[config.mk]
export PLATFORM = sky130hd
export DESIGN_NAME = sam_con_seq
export DESIGN_NICKNAME = d
export VERILOG_FILES = /design/src/rtl/sam_con_seq.sv
export SDC_FILE = /design/constraint.sdc
export NUM_CORES = 1
export LEC_CHECK = 0
export BUFFER_PORTS_ARGS = -buffer_cell sky130_fd_sc_hd__buf_4
export CORE_UTILIZATION = 30
export CTS_CLUSTER_DIAMETER = 150
export DETAILED_ROUTE_END_ITERATION = 7
export REMOVE_ABC_BUFFERS = 1
export SLEW_MARGIN = 20
export SYNTH_ARGS = -nofsm -noshare
export SYNTH_HDL_FRONTEND = slang
export SYNTH_SLANG_ARGS = --single-unit
[constraint.sdc]
create_clock -name Clk -period 2.94 [get_ports Clk]
set_clock_uncertainty 0.05 [all_clocks]
set_input_delay 0 -clock Clk [delete_from_list [all_inputs] [get_ports Clk]]
set_output_delay 0 -clock Clk [all_outputs]
set_load 0.005 [all_outputs]
[src/rtl/sam_con_seq.sv]
// Run sequencer for the SAM_Con convolution engine: holds the configuration, streams
// samples and kernel coefficients into the engine, and collects one result per output window.
module sam_con_seq #(
    parameter int MAX_KERNEL_SIZE = 16
) (
    input  logic        Clk,
    input  logic        Rst,
    input  logic        Cfg_We,
    input  logic [1:0]  Cfg_Addr,
    input  logic [31:0] Cfg_Wdata,
    input  logic        Start,
    output logic        Busy,
    output logic        Done,
    output logic        Err,
    input  logic        In_Valid,
    output logic        In_Ready,
    input  logic [31:0] In_Data,
    input  logic        In_Last,
    output logic        Out_Valid,
    input  logic        Out_Ready,
    output logic [31:0] Out_Data,
    output logic        Sam_Rst,
    output logic        Sam_En,
    output logic [7:0]  Sam_Stride,
    output logic [7:0]  Sam_Kernel_Size,
    output logic [31:0] Sam_Data_In,
    output logic [1:0]  Sam_Kernel_In,
    output logic        Sam_Last_In,
    input  logic [31:0] Sam_Data_Out,
    input  logic        Sam_Last_Out
);

    typedef enum logic [1:0] {ST_IDLE, ST_CLR, ST_RUN, ST_FLUSH} state_e;
    typedef enum logic [1:0] {PH_LOAD, PH_COMP, PH_WAIT, PH_WRAP} phase_e;

    state_e      state_q, state_d;
    phase_e      phase_q, phase_d;
    logic [7:0]  cnt_q, cnt_d;
    logic [7:0]  stride_q, stride_d;
    logic [7:0]  ksize_q, ksize_d;
    logic [31:0] kword_q, kword_d;
    logic [31:0] out_data_q, out_data_d;
    logic        err_q, err_d;
    logic        done_q, done_d;
    logic        out_valid_q, out_valid_d;
    logic        pend_q, pend_d;
    logic        sam_rst_q, sam_rst_d;

    logic        in_ready;
    logic        sam_en;
    logic        bad_cfg;

    // Only one result may be in flight: a new sample is taken only once the last one is gone.
    assign in_ready = (state_q == ST_RUN) && !out_valid_q && !pend_q;
    assign sam_en   = In_Valid && in_ready;
    assign bad_cfg  = (ksize_q == 8'd0) || (int'(ksize_q) > MAX_KERNEL_SIZE) || (stride_q == 8'd0);

    always_comb begin
        // NOTE: every signal written here gets its default first so no latch can be inferred.
        state_d     = state_q;
        phase_d     = phase_q;
        cnt_d       = cnt_q;
        stride_d    = stride_q;
        ksize_d     = ksize_q;
        kword_d     = kword_q;
        out_data_d  = out_data_q;
        err_d       = err_q;
        done_d      = 1'b0;
        out_valid_d = out_valid_q;
        pend_d      = sam_en && (phase_q == PH_COMP);

        if (Cfg_We && (state_q == ST_IDLE)) begin
            case (Cfg_Addr)
                2'd0:    stride_d = Cfg_Wdata[7:0];
                2'd1:    ksize_d  = Cfg_Wdata[7:0];
                2'd2:    kword_d  = Cfg_Wdata;
                default: ;
            endcase
        end

        // Mirror of the engine's window phase; only accepted samples move it.
        case (phase_q)
            PH_LOAD: begin
                if (sam_en) begin
                    cnt_d = cnt_q + 8'd1;
                    if (In_Last)                         phase_d = PH_WRAP;
                    else if (cnt_q == ksize_q - 8'd1)    phase_d = PH_COMP;
                end
            end
            PH_COMP: begin
                cnt_d = 8'd0;
                if (sam_en) begin
                    if (In_Last)                         phase_d = PH_WRAP;
                    else if (stride_q != 8'd1)           phase_d = PH_WAIT;
                end
            end
            PH_WAIT: begin
                if (sam_en) begin
                    cnt_d = cnt_q + 8'd1;
                    if (In_Last)                         phase_d = PH_WRAP;
                    else if (cnt_q == stride_q - 8'd1)   phase_d = PH_COMP;
                end
            end
            PH_WRAP: ;
            default: ;
        endcase

        case (state_q)
            ST_IDLE: begin
                if (Start) begin
                    err_d = bad_cfg;
                    if (!bad_cfg) state_d = ST_CLR;
                end
            end
            ST_CLR: begin
                state_d = ST_RUN;
                phase_d = PH_LOAD;
                cnt_d   = 8'd0;
            end
            ST_RUN: begin
                if (sam_en && In_Last) state_d = ST_FLUSH;
            end
            ST_FLUSH: begin
                if (!out_valid_q && !pend_q && (Sam_Last_Out || (phase_q == PH_WRAP))) begin
                    state_d = ST_IDLE;
                    done_d  = 1'b1;
                end
            end
            default: state_d = ST_IDLE;
        endcase

        // The engine result is valid the cycle after a window sample is taken.
        if (pend_q) begin
            out_valid_d = 1'b1;
            out_data_d  = Sam_Data_Out;
        end else if (out_valid_q && Out_Ready) begin
            out_valid_d = 1'b0;
        end

        sam_rst_d = (state_d == ST_CLR);
    end

    always_ff @(posedge Clk or negedge Rst) begin
        if (!Rst) begin
            // NOTE: non-blocking assignments for all state so every flop samples pre-edge values.
            state_q     <= ST_IDLE;
            phase_q     <= PH_LOAD;
            cnt_q       <= 8'd0;
            stride_q    <= 8'd1;
            ksize_q     <= 8'd1;
            kword_q     <= 32'd0;
            out_data_q  <= 32'd0;
            err_q       <= 1'b0;
            done_q      <= 1'b0;
            out_valid_q <= 1'b0;
            pend_q      <= 1'b0;
            sam_rst_q   <= 1'b1;
        end else begin
            state_q     <= state_d;
            phase_q     <= phase_d;
            cnt_q       <= cnt_d;
            stride_q    <= stride_d;
            ksize_q     <= ksize_d;
            kword_q     <= kword_d;
            out_data_q  <= out_data_d;
            err_q       <= err_d;
            done_q      <= done_d;
            out_valid_q <= out_valid_d;
            pend_q      <= pend_d;
            sam_rst_q   <= sam_rst_d;
        end
    end

    assign Busy            = (state_q != ST_IDLE);
    assign Done            = done_q;
    assign Err             = err_q;
    assign In_Ready        = in_ready;
    assign Out_Valid       = out_valid_q;
    assign Out_Data        = out_data_q;
    assign Sam_Rst         = sam_rst_q;
    assign Sam_En          = sam_en;
    assign Sam_Stride      = stride_q;
    assign Sam_Kernel_Size = ksize_q;
    assign Sam_Data_In     = In_Data;
    assign Sam_Last_In     = In_Last && (state_q == ST_RUN);
    assign Sam_Kernel_In   = ((state_q == ST_RUN) && (phase_q == PH_LOAD)) ?
                             kword_q[{cnt_q[3:0], 1'b0} +: 2] : 2'b00;

endmodule

Word-level counts from Yosys, hierarchy flattened
Index checks and enable logic that the tools add are counted.
{"block": "word_totals", "output_inout_bits": 90, "word_cells": 92, "regBits": 97, "n_memories": 0, "latchBits": 0, "romBits": 0, "in_bits": 106, "ram_bits": 0}
{"block": "classes", "n_lt_le_gt_ge": 1, "n_bitwise": 0, "addsub": 3, "eq_ne": 19, "n_shift": 1, "mux": 24, "n_mul": 0, "reduce_logical": 32, "div_mod_pow": 0}
{"operator": "indexed part select 32 x 6 -> 2 bit", "count": 1}
{"operator": "two-way mux 2 bit", "count": 15}
{"operator": "== test 8 bit", "count": 2}
{"operator": "logical NOT 8 bit", "count": 2}
{"operator": "two-way mux 8 bit", "count": 2}
{"operator": "case mux 8 bit (2 select lines)", "count": 1}
{"operator": "subtractor 8 x 1 -> 8 bit (second input constant)", "count": 2}
{"operator": "logical AND 1 bit", "count": 11}
{"operator": "== test 2 bit (second input constant)", "count": 5}
{"operator": "AND reduction 2 bit", "count": 5}
{"operator": "adder 8 x 1 -> 8 bit (second input constant)", "count": 1}
{"operator": "== test 2 x 1 -> 1 bit (second input constant)", "count": 4}
{"operator": "greater-than comparator 8 x 5 -> 1 bit (second input constant)", "count": 1}
{"operator": "inequality test 8 x 1 -> 1 bit (second input constant)", "count": 1}
{"operator": "case mux 2 bit (4 select lines)", "count": 1}
{"operator": "AND reduction 7 bit", "count": 1}
{"operator": "logical NOT 2 bit", "count": 3}
{"operator": "inequality test 3 x 2 -> 1 bit (second input constant)", "count": 2}
{"operator": "case mux 2 bit (3 select lines)", "count": 1}
{"operator": "two-way mux 1 bit", "count": 4}
{"operator": "inequality test 4 x 2 -> 1 bit (second input constant)", "count": 1}
{"operator": "inequality test 4 x 3 -> 1 bit (second input constant)", "count": 1}
{"operator": "inequality test 4 bit (second input constant)", "count": 1}
{"operator": "nonzero test 2 bit", "count": 2}
{"operator": "other kinds (7)", "count": 10}

Depth between registers and ports, before layout
Gate-level depths: netlist of run 1.
{"block": "depth", "word_depth": 8, "ltp_mapped": 9, "mapped_depth_nobuf": 8}

Least setup slack after synthesis of run 1
No wires, ideal clock.
{"block": "synth_timing", "path_type": "reg2reg", "startpoint": "register stride_q[0] (netlist: Sam_Stride[0])", "endpoint": "register phase_q[0]", "path_slack_ns": 0.794, "setup_time_ns": 0.092, "arrival_time_ns": 2.004, "period_less_slack_ns": 2.146, "required_time_ns": 2.798, "path_buffers": 1, "stages_incl_launch_ff": 9, "path_cell_list": "dfstp_2 inv_1 ha_1 buf_2 nand2b_1 a311o_1 a211oi_2 a21oi_2 o31ai_2"}
{"block": "synth_between", "elab_chain_cells": 4, "elab_cells_between_ends": 6, "classes_between": "add/sub: 1; eq/ne: 4; reduce/logical: 1"}
{"item": "start: declaration", "line": "39", "source": "logic [7:0] stride_q, stride_d;"}
{"item": "start signal: assignment", "line": "162", "source": "stride_q <= stride_d;"}
{"item": "subtractor 8 x 1 -> 8 bit", "line": "101", "source": "else if (cnt_q == stride_q - 8'd1) phase_d = PH_COMP;"}
{"item": "== test 8 bit", "line": "101"}
{"item": "inequality test 4 bit (no line)"}
{"item": "AND reduction 7 bit (no line) (*)"}
{"item": "end signal: assignment", "line": "160", "source": "phase_q <= phase_d;"}
{"item": "end: declaration", "line": "37", "source": "phase_e phase_q, phase_d;"}
Every way passes the cells marked *; elsewhere a longest branch is shown, timed or not.
A chain may end at the register's enable or synchronous reset.

Final worst setup path of run 1
{"block": "layout_timing", "startpoint": "register cnt_q[0]", "endpoint": "output port Sam_Kernel_In[0]"}
{"block": "layout_between", "elab_chain_cells": 2}
{"item": "start: declaration", "line": "38", "source": "logic [7:0] cnt_q, cnt_d;"}
{"item": "start signal: assignment", "line": "161", "source": "cnt_q <= cnt_d;"}
{"item": "indexed part select 32 x 6 -> 2 bit", "line": "187", "source": "kword_q[{cnt_q[3:0], 1'b0} +: 2] : 2'b00;"}
{"item": "two-way mux 2 bit", "line": "186", "source": "assign Sam_Kernel_In = ((state_q == ST_RUN) && (phase_q == PH_LOAD)) ?"}
{"item": "end: declaration", "line": "27", "source": "output logic [1:0] Sam_Kernel_In,"}
No other way between the ends.

==> results.md, run 1 <==
- Status: completed
- Worst slack at placement: approximately 0.7 ns
- Mapped Area: 4950 um^2
- Final Hold Fails: 0
- Setup crit start kind: flop
- Setup violators final: 0
- Final Critical Period: between 2 and 3 ns
- Data required, critical path: ~2.9 ns
- Relative slew slack: between 40 and 50%
- Drt pass-1 iters: 4
- Synth Warn #: 0
- Dominant cells by area after synthesis: dfrtp_1 (47%), mux2_2 (17%), buf_4 (4.9%)
- Layout cells sized above 1: between 40% and 50%
- Clock buffer count from CTS: 9
- Post-CTS setup buffers: 0
- H-tree levels: 3
- Worst-Skew Late Latency: 0.35 ns
- Clock sink total: 97
- Reg-to-Reg Start: Sam_Stride[0]$_DFFE_PN1P_
- First-pass GRT wire length: 23300 um
- Vias/cell: 4.71
- Clk network pwr share: about a fifth
- Fin nets: 712
- P per Cell Area: 882 nW/um^2
- Port Buffers: 131
- RSZ-0062 raised after global routing: false
- Clk root buf: clkbuf_16
- Clock Tree Buf Depth: 2
- Via count: 3873
- Area share of the largest cell type after synthesis: 47.5%
- Die H: 130 um
- GPL Wtd Cong: between 0.8 and 0.9
- Post-DP HPWL: 10300 um
- Int Power: 0.00429 W
- Cell taking the most area after synthesis: dfrtp_1
- Die area: about 17000 um^2
- Total negative slack: 0 ns
- Sequential Power Share: 40.5%
- Leak: roughly 3.2 nW
- Top_reg_cell synth: dfrtp_1
- Core ar.: 16000 um^2
- CTS tree: done
- Average size of a mapped cell: ~12 um^2
- Critical path arrival: 2.47 ns
- Synthesized flop and latch total: 97
- Post-route ant nets: 0
- Die width: 130 um
- All-layer global routing usage: 18.6%
- DRT Wirelength: 14900 um
- FMAX: 0.397 GHz
- Clock transition at the registers of the reported paths: 0.07 ns
- Crit end category: output port
- Largest net degree at the start of global routing: 61
- Total power: about 0.0064 W
- Library cells used by synthesis: between 50 and 60
- Min-delay src: Sam_Last_Out
- DR DRC count: 0
- Comb pwr share: 40.0%
- Asr flop ratio synth: 100%
- Hold Path Class: primary input to flop
- DRT iter0 DRCs: 120
- Top-count cell post-synth: dfrtp_1
- Max-slew violations: 0
- CP startpoint: cnt_q[0]$_DFFE_PN0P_
- IO Count: 196
- Remaining global-route overflow: 0
- Worst IR drop on VDD: 0.000457 V
- Final worst hold slack: 0.0331 ns
- Net Sw Frac: between 30% and 40%
- Sw Pwr: 0.00212 W
- Crit share post-route: 85.7%
- Slew @ Worst Pin: 0.785 ns
- Initial antenna violation count: 1
- Sequential area share after synthesis: between 40% and 50%
- WL per Instance: around 18 um
- Vias in the first global route: 4171
- Kind of critical path: flop to output port
- Starting Density: 31.0%
- Fin worst setup slack: 0.422 ns
- Max_cap viols: 0
- Cell count after synthesis: 400
- EDFF count, synth: 0
- Row count: 46
- Post-synth top cells: dfrtp_1 (94), mux2_2 (75), buf_4 (32), nor2_1 (19), nand2_1 (18)
- Area delta synth->final: 46.7%
- Crit path max fanout: 13
[per-stage QoR]
stage / std cells / instance area (um^2) / utilization, %
5_1_grt: 822 / 7260 / 45.4
6_report: 822 / 7260 / 45.4
3_5_place_dp: 703 / 5920 / 37.0
4_1_cts: 821 / 7260 / 45.4
2_1_floorplan: 351 / 4630 / -
3_3_place_gp: 703 / 5920 / 37.0
[cells by family (layout without fill, tap and decap cells)]
family                     after synthesis  in the layout  synth area share [%]
and+or+nand+nor                         85             85                  9.70
buffers and inverters                   59            264                  7.25
muxes                                   92             92                  23.1
DFF                                     97             97                  49.1
adders and majority gates                6              6                  1.52
AOI/OAI and AO/OA                       39             39                  5.41
xor gates and xnor gates                22             22                  3.89
other                                    0              1                     0
[final timing paths]
check                                               end  slack (ns)  cells after the start
max in group asynchronous       Out_Data[1]$_DFFE_PN0P_        1.83                      3
worst min register to register  kword_q[16]$_DFFE_PN0P_        0.45                      1
worst min-delay path                     Done$_DFF_PN0_        0.03                      4
min in group asynchronous       Out_Data[0]$_DFFE_PN0P_        0.21                      2
worst max register to register   phase_q[0]$_DFFE_PN0P_        0.70                      8
worst max-delay path                   Sam_Kernel_In[0]        0.42                      4
[critical path, stage by stage (launching register included)]
cell and delay, ns:
dfrtp_1 0.75, mux4_2 0.58, mux4_2 0.49, nor2b_1 0.16
buf_4 0.13
[state kept, by name, indices dropped and copies added, names as in the netlist]
name / cells
Sam_Rst: 1
Out_Valid: 1
Sam_Stride: 8
phase_q: 2
state_q: 2
cnt_q: 8
Sam_Kernel_Size: 8
pend_q: 1
Out_Data: 32
Err: 1
kword_q: 32
Done: 1
[power by group through the flow]
| stage | Clock, W | Sequential [W] | Combinational (W) |
|---|---|---|---|
| after floorplan | 0 | 0.00247 | 0.00143 |
| after global placement | 0 | 0.00260 | 0.00240 |
| after detailed placement | 0 | 0.00261 | 0.00246 |
| after CTS | 0.00128 | 0.00259 | 0.00259 |
| after global routing | 0.00133 | 0.00270 | 0.00281 |
| final | 0.00124 | 0.00260 | 0.00256 |
[cell type report]
class | instances | area, um^2
Clock buffer | 13 | 270
Multi-Input combinational cell | 244 | 2160
Sequential cell | 97 | 2430
Inverter | 10 | 37.5
Fill cell | 1520 | 8740
Timing Repair Buffer | 238 | 2040
Antenna cell | 1 | 2.50
Tap cell | 216 | 270
Clock inverter | 3 | 47.5
[cell usage in the layout (no fill, tap or decap), drive strengths merged, types with 2 or more instances in the layout]
cell type,n
a211oi,3
a21oi,11
and3,2
buf,136
clkbuf,13
clkinv,2
dfrtp,94
dfstp,3
dlygate4sd3,102
ha,6
inv,10
mux2,80
mux2i,2
mux4,10
nand2,18
nand2b,7
nand3,8
nand3b,2
nand4,6
nor2,21
nor2b,4
nor3,6
nor4,3
o211ai,3
o21ai,12
o21bai,2
or3,2
or4,2
xnor2,13
xor2,9
[routing by layer]
metal | global-route usage, % | wire [um] | share of wire, %
met1 | 23.9 | 6460 | 43
met2 | 29.1 | 7180 | 48
met3 | 5.09 | 796 | 5.3
met4 | 8.72 | 503 | 3.4
met5 | 0 | 0 | 0
[what timing repair did]
action                                 CTS  global route
gates resized for setup                  0             0
endpoints found under the hold margin  171             0
hold buffers                           102             0
Power figures use the tool's default switching activity.
==> run 2: changes to the inputs <==
- CORE_ASPECT_RATIO: unset -> 0.8
==> run 2 against run 1 <==
  * Routed wire length shrank 2.6%
  * Clock-buffer cell count is 3 lower
  * Via count decreased by 1.0%
==> results.md, run 2 (synthesis gave the netlist of run 1 again) <==
- First-pass GRT wire length: 23200 um
- Hold buffers post-CTS: 104
- Clock sink total: 97
- IO Count: between 150 and 200
- Fin nets: 713
- FMAX: 0.365 GHz
- Kind of critical path: flop to flop
- Diode count: 0
- Total negative slack: 0 ns
- Crit path max fanout: 10
- Hold Path Class: primary input to flop
- Vias in the first global route: 4214
- Critical path arrival: around 3.0 ns
- Port Buffers: around 130
- Cell depth of the worst hold path: 4
- Largest net degree at the start of global routing: 74
- Layout cells sized above 1: a little over two fifths
- Starting Density: 31.0%
- Worst slack at placement: 0.667 ns
- Final Hold Fails: 0
- Setup violators final: 0
- Cell depth of the worst flop-to-flop path: 7
- Area delta synth->final: 45.9%
- Max-slew violations: 0
- Worst IR drop on VDD: 0.000332 V
- DRT iter0 DRCs: 164
- Reg-to-Reg Start: state_q[0]$_DFF_PN0_
- Initial antenna violation count: 0
- Worst-path cell chain: nor2_1 -> nand2_1 -> nor3_4 -> nand2_1 -> dlygate4sd3_1 -> o21ai_0 -> dlygate4sd3_1
- Post-DP HPWL: 10100 um
- Setup crit start kind: flop
- Die width: roughly 150 um
- Max incr delay on CP: 0.57 ns
- Data required, critical path: 3.17 ns
- Via count: between 3000 and 4000
- Post-route ant nets: 0
- Die H: 117 um
- Worst-Skew Late Latency: 0.34 ns
- Commonest cells after routing, fill and taps aside: buf_4 (135), dlygate4sd3_1 (104), dfrtp_1 (94)
- Drt pass-1 iters: 5
- Slew @ Worst Pin: 0.916 ns
- P per Cell Area: 869 nW/um^2
- All-layer global routing usage: 17.8%
- Clock Tree Buf Depth: 2
- Leak: roughly 3.2 nW
- DRT Wirelength: between 10000 and 15000 um
- Fill cell count: 1440
- Reg-to-Reg End: Sam_Stride[0]$_DFFE_PN1P_
- RSZ-0062 raised after global routing: false
- Post-CTS setup buffers: 0
- Row count: 41
- CTS tree: done
- WL per Instance: 17.8 um
- Relative slew slack: 39.0%
- Clock buffer count from CTS: 9
- Max_cap viols: 0
- GPL Wtd Cong: 0.780
- H-tree levels: 3
- Clock transition at the registers of the reported paths: 0.07 ns
- Final Critical Period: around 2.7 ns
- Crit end category: flop
- Hold endpoint: Done$_DFF_PN0_
- Crit share post-route: 93.1%
- Min-delay src: Sam_Last_Out
- DR DRC count: 0
- Most common cell after layout, fill and taps aside: buf_4
- Core ar.: between 15000 and 20000 um^2
- Die area: 17000 um^2
- Fin worst setup slack: 0.204 ns
- Worst reg2reg setup slack: slightly above 0.2 ns
- Status: completed
- Post-CTS sizing: 0
- Slowest CP cell: dlygate4sd3_1
- Vias/cell: roughly 4.7
- Dpl cell area: around 6000 um^2
- Remaining global-route overflow: 0
- Final Instance Area: approximately 7200 um^2
- Clk root buf: clkbuf_16
-- run 2: cell types whose count changed in the layout (fill, tap and decap cells not counted) --
| cell | delta |
|---|---|
| inv_6 | +2 |
| dlygate4sd3_1 | +2 |
| diode_2 | -1 |
| clkbuf_8 | -3 |
| bufinv_16 | -1 |
| clkinvlp_4 | +3 |
| clkinv_4 | -2 |
| buf_4 | -1 |
-- run 2: worst max path at each step --
stage	start	endpoint	slack (ns)	cells after the start
after floorplan	state_q[0]$_DFF_PN0_	kword_q[15]$_DFFE_PN0P_	0.79	5
after CTS	state_q[0]$_DFF_PN0_	Sam_Stride[1]$_DFFE_PN0P_	0.26	7
after detailed placement	Sam_Stride[0]$_DFFE_PN1P_	phase_q[0]$_DFFE_PN0P_	0.67	7
after global routing	state_q[0]$_DFF_PN0_	Sam_Stride[0]$_DFFE_PN1P_	0.03	7
final	state_q[0]$_DFF_PN0_	Sam_Stride[0]$_DFFE_PN1P_	0.20	7
after global placement	cnt_q[0]$_DFFE_PN0P_	Sam_Kernel_In[0]	0.75	4
-- run 2: per-stage QoR --
step	hold slack, ns	instances	utilization, %	power [W]
2_1_floorplan	-0.346	351	-	0.00390
3_3_place_gp	-0.0499	701	37.1	0.00500
3_5_place_dp	-0.0499	701	37.1	0.00509
4_1_cts	0.0265	820	45.3	0.00634
5_1_grt	0.0418	820	45.3	0.00671
6_report	0.0396	820	45.3	0.00628
-- run 2: layout make-up --
class                   count  area (um^2)  area share [%]
clock inverters             5         40.0           0.554
multi-input cells         244         2160            29.9
well taps                 215          269            3.72
clock buffers              10          229            3.17
flip-flops and latches     97         2430            33.7
inverters                  10         37.5           0.520
repair buffers            239         2050            28.4
-- run 2: power breakdown --
part | internal [W] | switching, W | total [W]
clock network | 0.000575 | 0.000513 | 0.00109
logic | 0.00162 | 0.000970 | 0.00259
registers | 0.00196 | 0.000645 | 0.00260
total | 0.00415 | 0.00213 | 0.00628
-- run 2: worst max-delay path: cells and delay by family, from the launching register on --
family                 cells  cell delay [ns]
AOI/OAI and AO/OA          1             0.08
buffers and inverters      2             1.14
DFF                        1             0.47
and+or+nand+nor            4             0.93
-- run 2: per-layer routing --
| layer | up-vias | track usage [%] | wire length (um) |
|---|---|---|---|
| li1 | 1781 | - | - |
| met1 | 1912 | 23.3 | 6490 |
| met2 | 125 | 29.5 | 7000 |
| met3 | 16 | 5.12 | 901 |
| met4 | 0 | 4.28 | 167 |
| met5 | - | 0 | 0 |
